`src/rtl/m2vside3_if.sv`:
```
`default_nettype none
// ============================================================================
// Module : m2vside3_if
// Purpose: Signal bundle between stage 2, the stage-3 side-info container and
//          stage 4 of the MPEG2 pipeline.
// Ports  : s2_* / mb_start / block_start  -> into stage 3
//          s3_*                           <- out of stage 3
// Rev    : 1.0  initial release
// ============================================================================
interface m2vside3_if #(
  parameter int MBX_WIDTH = 6,
  parameter int MBY_WIDTH = 5
);
  logic [MBX_WIDTH-1:0] s2_mb_x;
  logic [MBY_WIDTH-1:0] s2_mb_y;
  logic                 s2_mb_intra;
  logic [5:0]           s2_cbp;
  logic                 s2_enable;
  logic                 mb_start;
  logic                 block_start;

  logic [MBX_WIDTH-1:0] s3_mb_x;
  logic [MBY_WIDTH-1:0] s3_mb_y;
  logic                 s3_mb_intra;
  logic [2:0]           s3_block;
  logic                 s3_coded;
  logic                 s3_enable;
  logic                 s3_ready;
  logic                 s3_mb_done;
  logic                 s3_overflow;

  // Stage-3 side of the bundle
  modport slave (
    input  s2_mb_x, s2_mb_y, s2_mb_intra, s2_cbp, s2_enable, mb_start, block_start,
    output s3_mb_x, s3_mb_y, s3_mb_intra, s3_block, s3_coded, s3_enable,
           s3_ready, s3_mb_done, s3_overflow
  );

  // Upstream/downstream (driver) side of the bundle
  modport master (
    output s2_mb_x, s2_mb_y, s2_mb_intra, s2_cbp, s2_enable, mb_start, block_start,
    input  s3_mb_x, s3_mb_y, s3_mb_intra, s3_block, s3_coded, s3_enable,
           s3_ready, s3_mb_done, s3_overflow
  );
endinterface
`default_nettype wire

```
`src/rtl/m2vside3.sv`:
```
`default_nettype none
// ============================================================================
// Module : m2vside3
// Purpose: MPEG2 side-information container, 3rd stage. Holds one active
//          macroblock plus one pending macroblock and walks the six 4:2:0
//          blocks (Y0..Y3, Cb, Cr) of the active one, advancing on each
//          block_start pulse from stage 4.
// Ports  : clk      - clock
//          reset_n  - asynchronous reset, active low
//          bus      - m2vside3_if.slave (s2_* inputs, mb_start, block_start,
//                     s3_* registered outputs)
// Rev    : 1.0  initial release
// ============================================================================
module m2vside3 #(
  parameter int MBX_WIDTH = 6,
  parameter int MBY_WIDTH = 5
) (
  input  wire logic   clk,
  input  wire logic   reset_n,
  m2vside3_if.slave   bus
);

  localparam logic [2:0] C_LAST_BLK = 3'd5;

  // Slot state
  logic                 r_act_v, r_pnd_v;
  logic [2:0]           r_blk;
  logic [MBX_WIDTH-1:0] r_act_x, r_pnd_x;
  logic [MBY_WIDTH-1:0] r_act_y, r_pnd_y;
  logic                 r_act_intra, r_pnd_intra;
  logic [5:0]           r_act_cbp, r_pnd_cbp;
  logic                 r_act_en, r_pnd_en;
  // Registered outputs that are not plain copies of slot state
  logic                 r_coded, r_enable, r_ready, r_done, r_ovf;

  // Next-state values
  logic                 w_act_v, w_pnd_v;
  logic [2:0]           w_blk;
  logic [MBX_WIDTH-1:0] w_act_x, w_pnd_x;
  logic [MBY_WIDTH-1:0] w_act_y, w_pnd_y;
  logic                 w_act_intra, w_pnd_intra;
  logic [5:0]           w_act_cbp, w_pnd_cbp;
  logic                 w_act_en, w_pnd_en;
  logic                 w_done, w_ovf, w_coded;
  logic                 w_last, w_free;
  logic [2:0]           w_idx;

  // Block 5 of the active MB is being consumed this edge
  assign w_last = r_act_v & bus.block_start & (r_blk == C_LAST_BLK);
  // Active slot is empty or is being vacated this edge
  assign w_free = ~r_act_v | w_last;

  // --------------------------------------------------------------------------
  // Next-state logic
  // --------------------------------------------------------------------------
  always_comb begin
    w_act_v     = r_act_v;
    w_pnd_v     = r_pnd_v;
    w_blk       = r_blk;
    w_act_x     = r_act_x;
    w_act_y     = r_act_y;
    w_act_intra = r_act_intra;
    w_act_cbp   = r_act_cbp;
    w_act_en    = r_act_en;
    w_pnd_x     = r_pnd_x;
    w_pnd_y     = r_pnd_y;
    w_pnd_intra = r_pnd_intra;
    w_pnd_cbp   = r_pnd_cbp;
    w_pnd_en    = r_pnd_en;
    w_done      = w_last;
    w_ovf       = r_ovf;

    if (w_free) begin
      if (r_pnd_v) begin
        // Pending MB moves up; a simultaneous mb_start refills pending
        w_act_v     = 1'b1;
        w_blk       = 3'd0;
        w_act_x     = r_pnd_x;
        w_act_y     = r_pnd_y;
        w_act_intra = r_pnd_intra;
        w_act_cbp   = r_pnd_cbp;
        w_act_en    = r_pnd_en;
        w_pnd_v     = bus.mb_start;
        if (bus.mb_start) begin
          w_pnd_x     = bus.s2_mb_x;
          w_pnd_y     = bus.s2_mb_y;
          w_pnd_intra = bus.s2_mb_intra;
          w_pnd_cbp   = bus.s2_cbp;
          w_pnd_en    = bus.s2_enable;
        end
      end else if (bus.mb_start) begin
        // Straight into the active slot, no idle gap
        w_act_v     = 1'b1;
        w_blk       = 3'd0;
        w_act_x     = bus.s2_mb_x;
        w_act_y     = bus.s2_mb_y;
        w_act_intra = bus.s2_mb_intra;
        w_act_cbp   = bus.s2_cbp;
        w_act_en    = bus.s2_enable;
      end else begin
        w_act_v = 1'b0;
        w_blk   = 3'd0;
      end
    end else begin
      if (bus.block_start) begin
        w_blk = r_blk + 3'd1;
      end
      if (bus.mb_start) begin
        if (!r_pnd_v) begin
          w_pnd_v     = 1'b1;
          w_pnd_x     = bus.s2_mb_x;
          w_pnd_y     = bus.s2_mb_y;
          w_pnd_intra = bus.s2_mb_intra;
          w_pnd_cbp   = bus.s2_cbp;
          w_pnd_en    = bus.s2_enable;
        end else begin
          w_ovf = 1'b1;
        end
      end
    end
  end

  // cbp bit 5 belongs to block 0, bit 0 to block 5
  assign w_idx   = C_LAST_BLK - w_blk;
  assign w_coded = w_act_v & (w_act_intra | w_act_cbp[w_idx]);

  // --------------------------------------------------------------------------
  // State register
  // --------------------------------------------------------------------------
  always_ff @(posedge clk or negedge reset_n) begin
    if (!reset_n) begin
      r_act_v     <= 1'b0;
      r_pnd_v     <= 1'b0;
      r_blk       <= 3'd0;
      r_act_x     <= '0;
      r_act_y     <= '0;
      r_act_intra <= 1'b0;
      r_act_cbp   <= 6'd0;
      r_act_en    <= 1'b0;
      r_pnd_x     <= '0;
      r_pnd_y     <= '0;
      r_pnd_intra <= 1'b0;
      r_pnd_cbp   <= 6'd0;
      r_pnd_en    <= 1'b0;
      r_coded     <= 1'b0;
      r_enable    <= 1'b0;
      r_ready     <= 1'b1;
      r_done      <= 1'b0;
      r_ovf       <= 1'b0;
    end else begin
      r_act_v     <= w_act_v;
      r_pnd_v     <= w_pnd_v;
      r_blk       <= w_blk;
      r_act_x     <= w_act_x;
      r_act_y     <= w_act_y;
      r_act_intra <= w_act_intra;
      r_act_cbp   <= w_act_cbp;
      r_act_en    <= w_act_en;
      r_pnd_x     <= w_pnd_x;
      r_pnd_y     <= w_pnd_y;
      r_pnd_intra <= w_pnd_intra;
      r_pnd_cbp   <= w_pnd_cbp;
      r_pnd_en    <= w_pnd_en;
      r_coded     <= w_coded;
      r_enable    <= w_act_v & w_act_en;
      r_ready     <= ~w_pnd_v;
      r_done      <= w_done;
      r_ovf       <= w_ovf;
    end
  end

  // --------------------------------------------------------------------------
  // Outputs (all straight from flops)
  // --------------------------------------------------------------------------
  assign bus.s3_mb_x     = r_act_x;
  assign bus.s3_mb_y     = r_act_y;
  assign bus.s3_mb_intra = r_act_intra;
  assign bus.s3_block    = r_blk;
  assign bus.s3_coded    = r_coded;
  assign bus.s3_enable   = r_enable;
  assign bus.s3_ready    = r_ready;
  assign bus.s3_mb_done  = r_done;
  assign bus.s3_overflow = r_ovf;

endmodule
`default_nettype wire

```
`src/flat_wrapper.sv`:
```
// flat-port wrapper written by rule: the top's interface ports become plain ports
module m2vside3_flat 
#(
  parameter int MBX_WIDTH = 6,
  parameter int MBY_WIDTH = 5
)
  (clk, reset_n, bus_s2_mb_x, bus_s2_mb_y, bus_s2_mb_intra, bus_s2_cbp, bus_s2_enable, bus_mb_start, bus_block_start, bus_s3_mb_x, bus_s3_mb_y, bus_s3_mb_intra, bus_s3_block, bus_s3_coded, bus_s3_enable, bus_s3_ready, bus_s3_mb_done, bus_s3_overflow);
  m2vside3_if #(.MBX_WIDTH(MBX_WIDTH), .MBY_WIDTH(MBY_WIDTH)) bus_i ();
  input  wire logic clk;
  input  wire logic reset_n;
  input wire logic [$bits(bus_i.s2_mb_x)-1:0] bus_s2_mb_x;
  input wire logic [$bits(bus_i.s2_mb_y)-1:0] bus_s2_mb_y;
  input wire logic [$bits(bus_i.s2_mb_intra)-1:0] bus_s2_mb_intra;
  input wire logic [$bits(bus_i.s2_cbp)-1:0] bus_s2_cbp;
  input wire logic [$bits(bus_i.s2_enable)-1:0] bus_s2_enable;
  input wire logic [$bits(bus_i.mb_start)-1:0] bus_mb_start;
  input wire logic [$bits(bus_i.block_start)-1:0] bus_block_start;
  output wire logic [$bits(bus_i.s3_mb_x)-1:0] bus_s3_mb_x;
  output wire logic [$bits(bus_i.s3_mb_y)-1:0] bus_s3_mb_y;
  output wire logic [$bits(bus_i.s3_mb_intra)-1:0] bus_s3_mb_intra;
  output wire logic [$bits(bus_i.s3_block)-1:0] bus_s3_block;
  output wire logic [$bits(bus_i.s3_coded)-1:0] bus_s3_coded;
  output wire logic [$bits(bus_i.s3_enable)-1:0] bus_s3_enable;
  output wire logic [$bits(bus_i.s3_ready)-1:0] bus_s3_ready;
  output wire logic [$bits(bus_i.s3_mb_done)-1:0] bus_s3_mb_done;
  output wire logic [$bits(bus_i.s3_overflow)-1:0] bus_s3_overflow;
  assign bus_i.s2_mb_x = bus_s2_mb_x;
  assign bus_i.s2_mb_y = bus_s2_mb_y;
  assign bus_i.s2_mb_intra = bus_s2_mb_intra;
  assign bus_i.s2_cbp = bus_s2_cbp;
  assign bus_i.s2_enable = bus_s2_enable;
  assign bus_i.mb_start = bus_mb_start;
  assign bus_i.block_start = bus_block_start;
  assign bus_s3_mb_x = bus_i.s3_mb_x;
  assign bus_s3_mb_y = bus_i.s3_mb_y;
  assign bus_s3_mb_intra = bus_i.s3_mb_intra;
  assign bus_s3_block = bus_i.s3_block;
  assign bus_s3_coded = bus_i.s3_coded;
  assign bus_s3_enable = bus_i.s3_enable;
  assign bus_s3_ready = bus_i.s3_ready;
  assign bus_s3_mb_done = bus_i.s3_mb_done;
  assign bus_s3_overflow = bus_i.s3_overflow;
  m2vside3 #(.MBX_WIDTH(MBX_WIDTH), .MBY_WIDTH(MBY_WIDTH)) u_core (.clk(clk), .reset_n(reset_n), .bus(bus_i));
endmodule
```
`config.mk`:
```
export PLATFORM = sky130hd
export DESIGN_NAME = m2vside3_flat
export DESIGN_NICKNAME = d
export VERILOG_FILES = /design/src/rtl/m2vside3_if.sv /design/src/rtl/m2vside3.sv /design/src/flat_wrapper.sv
export SDC_FILE = /design/constraint.sdc
export NUM_CORES = 1
export LEC_CHECK = 0
export CORE_MARGIN = 1
export CORE_UTILIZATION = 40
export DETAILED_ROUTE_END_ITERATION = 16
export GPL_TIMING_DRIVEN = 0
export PLACE_DENSITY = 0.71
export SLEW_MARGIN = 20
export SYNTH_ARGS = -nofsm -noshare
export SYNTH_HDL_FRONTEND = slang
export SYNTH_SLANG_ARGS = --single-unit
```
`constraint.sdc`:
```
create_clock -name clk -period 2.12 [get_ports clk]
set_input_delay 0.318 -clock clk [delete_from_list [all_inputs] [get_ports clk]]
set_output_delay 0.318 -clock clk [all_outputs]
set_load 0.01 [all_outputs]
```
# Word-level counts from Yosys, hierarchy flattened
# Index checks and enable logic that the tools add are counted.
op_classes:
  addsub: 2
  magnitude_cmp: 1
  n_eq_ne: 4
  mux: 46
  bitwise: 9
  n_reduce_logical: 5
op_table:
  columns: ["cell", "count"]
  rows:
  - ["$mux W6", 14]
  - ["$mux W5", 6]
  - ["$mux W1", 23]
  - ["$mux W3", 2]
  - ["$and A1 B1 Y1", 4]
  - ["$lt A3 B4 Y1 const B", 1]
  - ["$ne A2 B2 Y1 const B", 2]
  - ["$reduce_and A4 Y1", 1]
  - ["$reduce_bool A2 Y1", 2]
  - ["$add A3 B1 Y3 const B", 1]
  - ["$bmux W1 S3", 1]
  - ["$eq A3 B3 Y1 const B", 1]
  - ["$not A1 Y1", 3]
  - ["$reduce_and A3 Y1", 1]
  - ["$sub A3 B3 Y3 const A", 1]
  - ["$ne A2 B1 Y1 const B", 1]
  - ["$or A1 B1 Y1", 2]
  - ["$reduce_and A2 Y1", 1]
totals:
  reg_bits: 48
  in_bits: 23
  out_inout_bits: 20
  word_cells: 85

# Depth between registers and ports, before layout
# Gate-level depths: netlist of the first run.
logic_depth:
  depth_word: 9
  mapped_depth: 9
  mapped_depth_nobuf: 7

# Worst setup path after synthesis of the first run
# Ideal clock, no wire load.
synth_path:
  path_kind: "flip-flop to flip-flop"
  from: "register u_core.r_blk[0], in the netlist u_core.bus.s3_block[0]"
  to: "register u_core.r_pnd_cbp[0]"
  setup_ps: 125
  arrival_time_ps: 1914
  t_required_ps: 1995
  slack_ps: 80
  path_stages_with_launch: 9
  path_buffers: 2
  synth_period_minus_slack_ps: 2040
  path_cell_list: "dfrtp_1 ha_1 nand3_4 nand2_2 and2_4 buf_6 o21ai_4 buf_12 mux2_4"
synth_between:
  elab_chain_cells: 5
  elab_cells_between_ends: 8
  cone_classes: "eq/ne: 3; mux: 1; bitwise: 2; reduce/logical: 2"
synth_rtl:
  columns: ["element", "line_no", "text"]
  rows:
  - ["start: declaration", "m2vside3.sv:27", "logic [2:0] r_blk;"]
  - ["start signal: assignment", "m2vside3.sv:153", "r_blk <= w_blk;"]
  - ["$eq A3 B3 Y1 (*)", "m2vside3.sv:49", "assign w_last = r_act_v & bus.block_start & (r_blk == C_LAST_BLK);"]
  - ["$and A1 B1 Y1 (*)", "m2vside3.sv:49", null]
  - ["$or A1 B1 Y1 (*)", "m2vside3.sv:51", "assign w_free = ~r_act_v | w_last;"]
  - ["$ne A2 B1 Y1 (no source line), or another cell as far along", null, null]
  - ["$reduce_and A4 Y1 (no source line)", null, null]
  - ["end signal: assignment", "m2vside3.sv:162", "r_pnd_cbp <= w_pnd_cbp;"]
  - ["end: declaration", "m2vside3.sv:31", "logic [5:0] r_act_cbp, r_pnd_cbp;"]
# Mark *: on every way between the ends. The rest lies on a longest branch, timed or not.
# A chain may end at the register's enable or synchronous reset.

# Worst setup path after layout of the first run
layout_path:
  from: "register u_core.r_blk[1], in the netlist u_core.bus.s3_block[1]"
  to: "register u_core.r_pnd_x[5]"
layout_between:
  elab_chain_cells: 5
  elab_cells_between_ends: 8
  cone_classes: "eq/ne: 3; mux: 1; bitwise: 2; reduce/logical: 2"
layout_rtl:
  columns: ["element", "line_no", "text"]
  rows:
  - ["$eq A3 B3 Y1 (*)", "m2vside3.sv:49", null]
  - ["$and A1 B1 Y1 (*)", "m2vside3.sv:49", null]
  - ["$or A1 B1 Y1 (*)", "m2vside3.sv:51", null]
  - ["$ne A2 B1 Y1 (no source line), or another cell as far along", null, null]
  - ["$reduce_and A4 Y1 (no source line)", null, null]
  - ["end signal: assignment", "m2vside3.sv:159", "r_pnd_x <= w_pnd_x;"]
  - ["end: declaration", "m2vside3.sv:28", "logic [MBX_WIDTH-1:0] r_act_x, r_pnd_x;"]
# Marks and branches as above.

==> impl_metrics.env, run 1 <==
export IMPL_status="finished clean"
export IMPL_hpwl_mm=3.253
export IMPL_die_area_um2=5995
export IMPL_dr_pass1_iters=4
export IMPL_ant_nets=0
export IMPL_drive_above_1_share_pct=18.55
export IMPL_multi_input_area_um2=973.4
export IMPL_h_tree_depth=2
export IMPL_globalRouteOverflowTotal=0
export IMPL_critPathLaunch="u_core.bus.s3_block[1]"
export IMPL_ff2ff_path_depth=9
export IMPL_drc_errors=0
export IMPL_die_h_um=77.43
export IMPL_gp_congestion=0.7309
export IMPL_syn_num_nets=220
export IMPL_syn_cell_area_um2=2276
export IMPL_clock_tree_buffer_depth=2
export IMPL_r2r_slack_ps=110
export IMPL_ys_types=36
export IMPL_max_clock_freq_mhz=497.6
export IMPL_critical_path_class="reg2reg"
export IMPL_ios=43
export IMPL_clkLatencyLatePin_ps=300
export IMPL_slew_viol_final=0
export IMPL_netlist_instances=195
export IMPL_cp_data_required_time_ps=2310
export IMPL_power_leakage_nw=1.313
export IMPL_layout_common_cells="dfrtp_1, clkdlybuf4s50_1, nor2_1"
export IMPL_ir_drop_mv=0.4013
export IMPL_grt_usage_pct=17.12
export IMPL_slew_headroom_pct=68.60
export IMPL_post_place_ws_ps=-162.2
export IMPL_fin_nets=272
export IMPL_grt_pass1_vias=1593
export IMPL_wl_mm=4.663
export IMPL_layout_min_cycle_time_ps=2010
export IMPL_antenna_cells=0
export IMPL_hp_class="in2reg"
export IMPL_r2r_end="u_core.r_pnd_x[5]"
export IMPL_drv_cap=0
export IMPL_arrival_ps=2200
export IMPL_worst_slack_ps=110.4
export IMPL_grt_max_degree=32
export IMPL_seqCellArea_um2=1205
export IMPL_ys_seq_area_share_pct=52.83
export IMPL_worstReg2RegStart="u_core.bus.s3_block[1]"
export IMPL_antenna_found_initial=0
export IMPL_final_setup_tns_ps=0
export IMPL_rows=27
export IMPL_wl_per_cell_um=14.57
export IMPL_slowest_stage="dfrtp_2"
export IMPL_path_clk_slew_ps=80
export IMPL_initial_utilization_pct=41.33
export IMPL_fin_crit_sh_pct=94.79
export IMPL_finish_utilization_pct=53.24
export IMPL_tritoncts_num_buffers=5
export IMPL_start_kind="flop"
export IMPL_fillers=495
export IMPL_cp_cell_sequence="inv_1, ha_2, nand3_4, nand2_2, buf_4, nor2_1, o21ai_4, buf_12, mux2_4"
export IMPL_skew_ps=7.961
export IMPL_port_buffers=41
export IMPL_fp_coreArea_um2=5507
export IMPL_vias_per_cell=5.138
export IMPL_cp_end_kind="flop"
export IMPL_ys_ff_latch=48
export IMPL_holdWs_ps=316.5
export IMPL_endpoint="u_core.r_pnd_x[5]"
export IMPL_synth_warnings=0
export IMPL_rsz0062_at_grt="false"
export IMPL_clockRootBuffer="clkbuf_8"
export IMPL_grt_pass1_wl_mm=7.921
export IMPL_cts_sinks=48
export IMPL_powerDensity_nw_per_um2=1290
export IMPL_layout_commonest_cell="dfrtp_1"
export IMPL_area_delta_synth_final_pct=28.81
export IMPL_finalHoldViolCount=0
export IMPL_cts_tree="yes"
export IMPL_avgSynthCellArea_um2=11.67
export IMPL_setup_violations=0
export IMPL_worst_path_max_fanout=10
export IMPL_die_w_um=77.43
export IMPL_num_vias=1644
export IMPL_worst_slew_pin_slew_ps=471.0
export IMPL_critPathMaxStageDelay_ps=440
export IMPL_drt_initial_drc_count=105
[Yosys cell counts, drive strengths merged]
cell type / instances / area, um2
and2: 2 / 15.02
nor2: 18 / 67.56
xor2: 1 / 8.760
mux2i: 15 / 150.1
a21o: 1 / 7.510
nor3: 2 / 10.01
a22oi: 8 / 60.06
a31o: 1 / 8.760
a21oi: 15 / 75.07
inv: 5 / 18.77
nand2: 5 / 21.27
ha: 2 / 25.02
a221oi: 1 / 8.760
o32a: 1 / 10.01
a31oi: 7 / 43.79
o311ai: 1 / 8.760
a221o: 1 / 10.01
o22ai: 2 / 12.51
a211oi: 1 / 7.510
clkbuf: 7 / 26.28
dfstp: 1 / 26.28
nand3b: 1 / 7.510
buf: 6 / 57.55
nand3: 3 / 27.53
nand2b: 1 / 6.260
dfrtp: 47 / 1176
o21ai: 12 / 71.32
nor2b: 9 / 56.30
mux2: 19 / 251.5
[power breakdown]
group	internal (mW)	total [mW]	switching, mW
Combinational	0.940	1.61	0.670
Clock	0.265	0.560	0.295
Sequential	1.34	1.61	0.270
[repair_timing]
item                       in CTS  in global routing
hold buffers                    1                  0
hold endpoints to repair       17                  0
gates resized for setup         1                  5
pin swaps                       1                  1
buffers inserted                2                  0
setup endpoints to repair      19                 29
[area by class of cell]
type                    instances  area share (%)
multi-input cells             129           33.21
plain buffers                  13           2.988
inverters                       5          0.6402
clock buffers                   7           2.945
clock inverters                 1          0.2561
repair buffers                 45           15.79
well taps                      72           3.073
flip-flops and latches         48           41.10
[registers in the layout, indices dropped and copies added (netlist names), 3 cells and up]
| name | flops |
|---|---|
| u_core.r_pnd_cbp | 6 |
| u_core.bus.s3_mb_x | 6 |
| u_core.r_act_cbp | 6 |
| u_core.bus.s3_block | 3 |
| u_core.bus.s3_mb_y | 5 |
| u_core.r_pnd_y | 5 |
| u_core.r_pnd_x | 6 |
[per-layer routing]
metal | vias up | routed length [um] | part of all wire, % | GRT usage (%)
met2 | 44 | 2202 | 47 | 25.49
met4 | 0 | 79 | 1.7 | 7.547
met5 | - | 0 | 0 | 0
li1 | 798 | - | - | -
met3 | 7 | 173 | 3.7 | 3.882
met1 | 795 | 2207 | 47 | 23.75
[critical path, delay by kind of cell, from the launching register on]
family,cells,cell delay [ps]
compound gates,1,220
flops,1,440
simple gates,3,290
buf+inv,3,430
fa+ha+maj,1,200
mux,1,310
[worst min-delay path by stage]
| stage | startpoint | end | cells after the start |
|---|---|---|---|
| after floorplan | reset_n | u_core.bus.s3_block[0] | 0 |
| after global placement | u_core.bus.s3_overflow | u_core.bus.s3_overflow | 1 |
| after detailed placement | reset_n | u_core.r_pnd_cbp[4] | 1 |
| after CTS | bus_block_start | u_core.bus.s3_mb_done | 3 |
| after global routing | bus_block_start | u_core.bus.s3_mb_done | 3 |
| final | bus_block_start | u_core.bus.s3_mb_done | 3 |
[stage by stage]
stage	power (mW)	cells	area, um2
2_1_floorplan	2.591	195	2276
3_3_place_gp	3.151	308	2776
3_5_place_dp	3.212	309	2791
4_1_cts	3.805	320	2925
5_1_grt	4.060	320	2932
6_report	3.781	320	2932
[cells by family after synthesis]
family                     synth area share (%)
AOI/OAI and AO/OA                         14.24
xor gates and xnor gates                 0.3849
adders and majority gates                 1.099
buffers and inverters                     4.508
DFF                                       52.83
muxes                                     17.65
and+or+nand+nor                           9.291
Power figures use the tool's default switching activity.
==> run 2, diff against run 1 <==
--- a/config.mk
+++ b/config.mk
@@ -5,7 +5,7 @@
 export SDC_FILE = /design/constraint.sdc
 export NUM_CORES = 1
 export LEC_CHECK = 0
-export CORE_MARGIN = 1
+export CORE_MARGIN = 5
 export CORE_UTILIZATION = 40
 export DETAILED_ROUTE_END_ITERATION = 16
 export GPL_TIMING_DRIVEN = 0
==> impl_metrics.env, run 2 (synthesis gave the netlist of run 1 again) <==
export IMPL_status="finished clean"
export IMPL_switching_power_mw=1.267
export IMPL_path_clk_slew_ps=90
export IMPL_clkLatencyLatePin_ps=300
export IMPL_ff2ff_path_depth=8
export IMPL_h_tree_depth=2
export IMPL_area_delta_synth_final_pct=29.58
export IMPL_cp_buffers_inverters=2
export IMPL_port_buffers=41
export IMPL_critPathMaxStageDelay_ps=450
export IMPL_die_w_um=85.43
export IMPL_drive_above_1_share_pct=18.62
export IMPL_cts_hold_buf=0
export IMPL_arrival_ps=2180
export IMPL_place_inst=309
export IMPL_wl_per_cell_um=15.51
export IMPL_power_leakage_nw=1.324
export IMPL_p_int_mw=2.634
export IMPL_layout_common_cells="dfrtp_1, clkdlybuf4s50_1, nor2_1"
export IMPL_post_place_ws_ps=-129.5
export IMPL_ant_nets=0
export IMPL_worst_path_max_fanout=10
export IMPL_ios=43
export IMPL_grt_pass1_vias=1734
export IMPL_fin_crit_sh_pct=93.83
export IMPL_num_vias=1674
export IMPL_clockRootBuffer="clkbuf_8"
export IMPL_slew_headroom_pct=59.91
export IMPL_cp_cell_sequence="ha_2, nand3_4, nand2_2, and2_4, buf_6, o21ai_4, buf_12, mux2_4"
export IMPL_placed_cell_area_um2=2799
export IMPL_critical_path_class="reg2reg"
export IMPL_holdWs_ps=9.947
export IMPL_worst_slew_pin_slew_ps=601.3
export IMPL_gp_congestion=0.7989
export IMPL_wl_mm=4.948
export IMPL_sequentialPowerShare_pct=41.1
export IMPL_slew_viol_final=0
export IMPL_dr_pass1_iters=5
export IMPL_worstReg2RegStart="u_core.bus.s3_block[0]"
export IMPL_grt_max_degree=26
export IMPL_fin_cells=319
export IMPL_worst_slack_ps=130.8
export IMPL_antenna_cells=0
export IMPL_switching_share_pct=32.47
export IMPL_tritoncts_num_buffers=5
export IMPL_r2r_end="u_core.r_pnd_x[0]"
export IMPL_powerDensity_nw_per_um2=1323
export IMPL_fin_nets=271
export IMPL_vias_per_cell=5.248
export IMPL_drc_errors=0
export IMPL_antenna_found_initial=0
export IMPL_clkPwrFrac_pct=17.2
export IMPL_grt_usage_pct=14.45
export IMPL_fillers=486
export IMPL_grt_pass1_wl_mm=8.273
export IMPL_die_area_um2=7298
export IMPL_layout_commonest_cell="dfrtp_1"
export IMPL_finalHoldViolCount=0
export IMPL_rows=27
export IMPL_hpwl_mm=3.530
export IMPL_r2r_slack_ps=130
export IMPL_ir_drop_mv=0.4809
export IMPL_drv_cap=0
export IMPL_initial_utilization_pct=41.33
export IMPL_rsz0062_at_grt="false"
export IMPL_cp_top_family="flip-flops"
export IMPL_drt_initial_drc_count=90
export IMPL_design_area_um2=2949
export IMPL_hp_class="in2async"
export IMPL_max_clock_freq_mhz=502.7
export IMPL_cp_data_required_time_ps=2310
export IMPL_finish_utilization_pct=53.56
export IMPL_clock_tree_buffer_depth=2
export IMPL_layout_min_cycle_time_ps=1989
export IMPL_setup_violations=0
export IMPL_die_h_um=85.43
export IMPL_fp_coreArea_um2=5507
export IMPL_globalRouteOverflowTotal=0
export IMPL_slowest_stage="dfrtp_1"
export IMPL_pwr_share_comb_pct=41.6
export IMPL_cp_end_kind="flop"
export IMPL_cts_sinks=48
export IMPL_skew_ps=8.691
export IMPL_cts_tree="yes"
export IMPL_start_kind="flop"
-- run 2: cell types whose count changed in the layout (fill, tap and decap cells not counted), sizes merged --
| cell | before | now |
|---|---|---|
| dlygate4sd3 | 1 | 0 |
| inv | 5 | 6 |
| clkbuf | 14 | 12 |
| bufinv | 0 | 1 |
-- run 2: worst max-delay path by stage --
stage / start / end / slack (ps) / cells past startpoint
finish: u_core.bus.s3_block[0] / u_core.r_pnd_x[0] / 130 / 8
global route: u_core.bus.s3_block[1] / u_core.r_act_cbp[0] / 10 / 8
CTS: u_core.bus.s3_block[1] / u_core.r_pnd_x[4] / 4 / 9
detailed placement: u_core.bus.s3_block[1] / u_core.r_pnd_x[4] / -130 / 9
global placement: reset_n / u_core.bus.s3_block[2] / -640 / 1
floorplan: u_core.bus.s3_block[0] / u_core.r_pnd_cbp[0] / 80 / 8
-- run 2: per-layer routing --
metal / vias to the layer above / wire (um) / track usage, %
li1: 798 / - / -
met1: 839 / 2140 / 17.45
met2: 35 / 2570 / 24.65
met5: - / 0 / 0
met3: 2 / 193 / 3.689
met4: 0 / 44 / 5.468
-- run 2: final cells by class --
class	instances	area [um2]	share of cell area, %
tap	72	90.09	3.055
timing repair buffer	44	460.4	15.61
sequential	48	1204	40.81
multi-input combinational	129	973.4	33.01
clock buffer	5	68.82	2.333
buffer	13	87.58	2.970
inverter	5	18.77	0.6364
clock inverter	3	46.29	1.570
-- run 2: power groups by stage --
| stage | sequential (mW) | combinational [mW] | clock [mW] |
|---|---|---|---|
| global placement | 1.61 | 1.55 | 0 |
| finish | 1.60 | 1.62 | 0.673 |
| floorplan | 1.64 | 0.948 | 0 |
| global route | 1.67 | 1.79 | 0.741 |
| detailed placement | 1.62 | 1.62 | 0 |
| CTS | 1.60 | 1.64 | 0.697 |
-- run 2: timing repair --
action / 4_1_cts / 5_1_grt
setup buffers: 2 / 0
endpoints found under the setup margin: 18 / 32
pin swaps: 1 / 1
gates resized for setup: 0 / 6
-- run 2: metrics by stage --
stage / power, mW / setup TNS [ps]
final: 3.901 / 0
after global routing: 4.204 / 0
after CTS: 3.935 / 0
after detailed placement: 3.234 / -1297
after global placement: 3.161 / -31340
after floorplan: 2.591 / 0
==> run 3, diff against run 2 <==
--- a/config.mk
+++ b/config.mk
@@ -7,8 +7,10 @@
 export LEC_CHECK = 0
 export CORE_MARGIN = 5
 export CORE_UTILIZATION = 40
+export CTS_BUF_LIST = sky130_fd_sc_hd__clkbuf_4 sky130_fd_sc_hd__clkbuf_8
 export DETAILED_ROUTE_END_ITERATION = 16
 export GPL_TIMING_DRIVEN = 0
+export HOLD_SLACK_MARGIN = 0.02
 export PLACE_DENSITY = 0.71
 export SLEW_MARGIN = 20
 export SYNTH_ARGS = -nofsm -noshare
==> impl_metrics.env, run 3 (synthesis gave the netlist of run 1 again) <==
export IMPL_setup_violations=0
export IMPL_port_buffers=41
export IMPL_clockRootBuffer="clkbuf_8"
export IMPL_powerDensity_nw_per_um2=1318
export IMPL_clkLatencyLatePin_ps=300
export IMPL_finalHoldViolCount=0
export IMPL_fin_crit_sh_pct=93.72
export IMPL_ir_drop_mv=0.5089
export IMPL_grt_max_degree=26
export IMPL_max_clock_freq_mhz=503.3
export IMPL_layout_commonest_cell="dfrtp_1"
export IMPL_fin_nets=272
export IMPL_wl_mm=4.919
export IMPL_path_clk_slew_ps=90
export IMPL_start_kind="flop"
export IMPL_initial_utilization_pct=41.33
export IMPL_clock_tree_buffer_depth=2
export IMPL_cts_sinks=48
export IMPL_h_tree_depth=2
export IMPL_slew_viol_final=0
export IMPL_layout_common_cells="dfrtp_1, clkdlybuf4s50_1, nor2_1"
export IMPL_layout_min_cycle_time_ps=1987
export IMPL_drc_errors=0
export IMPL_vias_per_cell=5.206
export IMPL_dr_pass1_iters=4
export IMPL_holdWs_ps=306.0
export IMPL_tritoncts_num_buffers=5
export IMPL_grt_usage_pct=14.47
export IMPL_antenna_found_initial=0
export IMPL_cp_data_required_time_ps=2310
export IMPL_critical_path_class="reg2reg"
export IMPL_die_area_um2=7298
export IMPL_hp_class="in2reg"
export IMPL_antenna_cells=0
export IMPL_die_h_um=85.43
export IMPL_skew_ps=8.784
export IMPL_power_leakage_nw=1.328
export IMPL_gp_congestion=0.7989
export IMPL_cts_tree="yes"
export IMPL_worst_slew_pin_slew_ps=596.8
export IMPL_ios=43
export IMPL_grt_pass1_vias=1735
export IMPL_ant_nets=0
export IMPL_fp_coreArea_um2=5507
export IMPL_status="finished clean"
export IMPL_die_w_um=85.43
export IMPL_placed_cell_area_um2=2799
export IMPL_area_delta_synth_final_pct=30.02
export IMPL_final_setup_tns_ps=0
export IMPL_arrival_ps=2180
export IMPL_grt_pass1_wl_mm=8.286
export IMPL_rsz0062_at_grt="false"
export IMPL_drv_cap=0
export IMPL_worst_path_max_fanout=10
export IMPL_hpwl_mm=3.530
export IMPL_drive_above_1_share_pct=18.55
export IMPL_cp_end_kind="flop"
export IMPL_rows=27
export IMPL_num_vias=1666
export IMPL_drt_initial_drc_count=106
export IMPL_design_area_um2=2959
export IMPL_globalRouteOverflowTotal=0
export IMPL_wl_per_cell_um=15.37
export IMPL_slew_headroom_pct=60.21
run 3: per-layer routing:
layer  wire (um)  vias up  GRT usage [%]
met2        2558       34          24.58
met1        2125      828          17.57
met3         191        2          3.689
li1            -      802              -
met5           0        -              0
met4          44        0          5.468
run 3: layout make-up:
class	count	area, um2
Buffer	13	87.58
Clock inverter	3	46.29
Tap cell	72	90.09
Sequential cell	48	1204
Timing Repair Buffer	45	470.5
Clock buffer	5	68.82
Multi-Input combinational cell	129	973.4
Inverter	5	18.77
Fill cell	483	2547
run 3: path summary, 6_finish.rpt:
path / startpoint / to / slack [ps] / cells past startpoint
hold / removal: bus_block_start / u_core.bus.s3_mb_done / 310 / 3
hold reg to reg: u_core.bus.s3_overflow / u_core.bus.s3_overflow / 480 / 1
max in group asynchronous: reset_n / u_core.bus.s3_block[1] / 1020 / 3
setup / recovery: u_core.bus.s3_block[0] / u_core.r_pnd_x[0] / 130 / 8
setup reg to reg: u_core.bus.s3_block[0] / u_core.r_pnd_x[0] / 130 / 8
min in group asynchronous: reset_n / u_core.bus.s3_mb_x[4] / 550 / 2
run 3: stage by stage:
stage               std cells  worst slack (ps)  util (%)  power, mW
CTS                       320             4.171     53.60      3.936
finish                    320             133.0     53.74      3.899
detailed placement        309            -129.5     50.83      3.234
floorplan                 195             80.47         -      2.591
global placement          308            -637.6     50.42      3.161
global route              320             13.70     53.74      4.206
run 3: critical path, stage by stage, from the launching register on:
cell and delay, ps:
dfrtp_1 450, ha_2 240, nand3_4 110, nand2_2 70, and2_4 160, buf_6 130, o21ai_4 240, buf_12 190
mux2_4 310
run 3: repair_timing:
action | CTS | global route
hold buffers | 1 | 0
pin swaps | 1 | 1
gates resized for setup | 0 | 6
cloned | 0 | 0
buffers inserted | 2 | 0
hold endpoints to repair | 2 | 0
setup endpoints to repair | 18 | 32
run 3: where the power goes:
group          switching, mW  internal (mW)  total, mW
sequential             0.264           1.34       1.60
clock                  0.317          0.355      0.673
combinational          0.682          0.942       1.62
total                   1.26           2.64       3.90
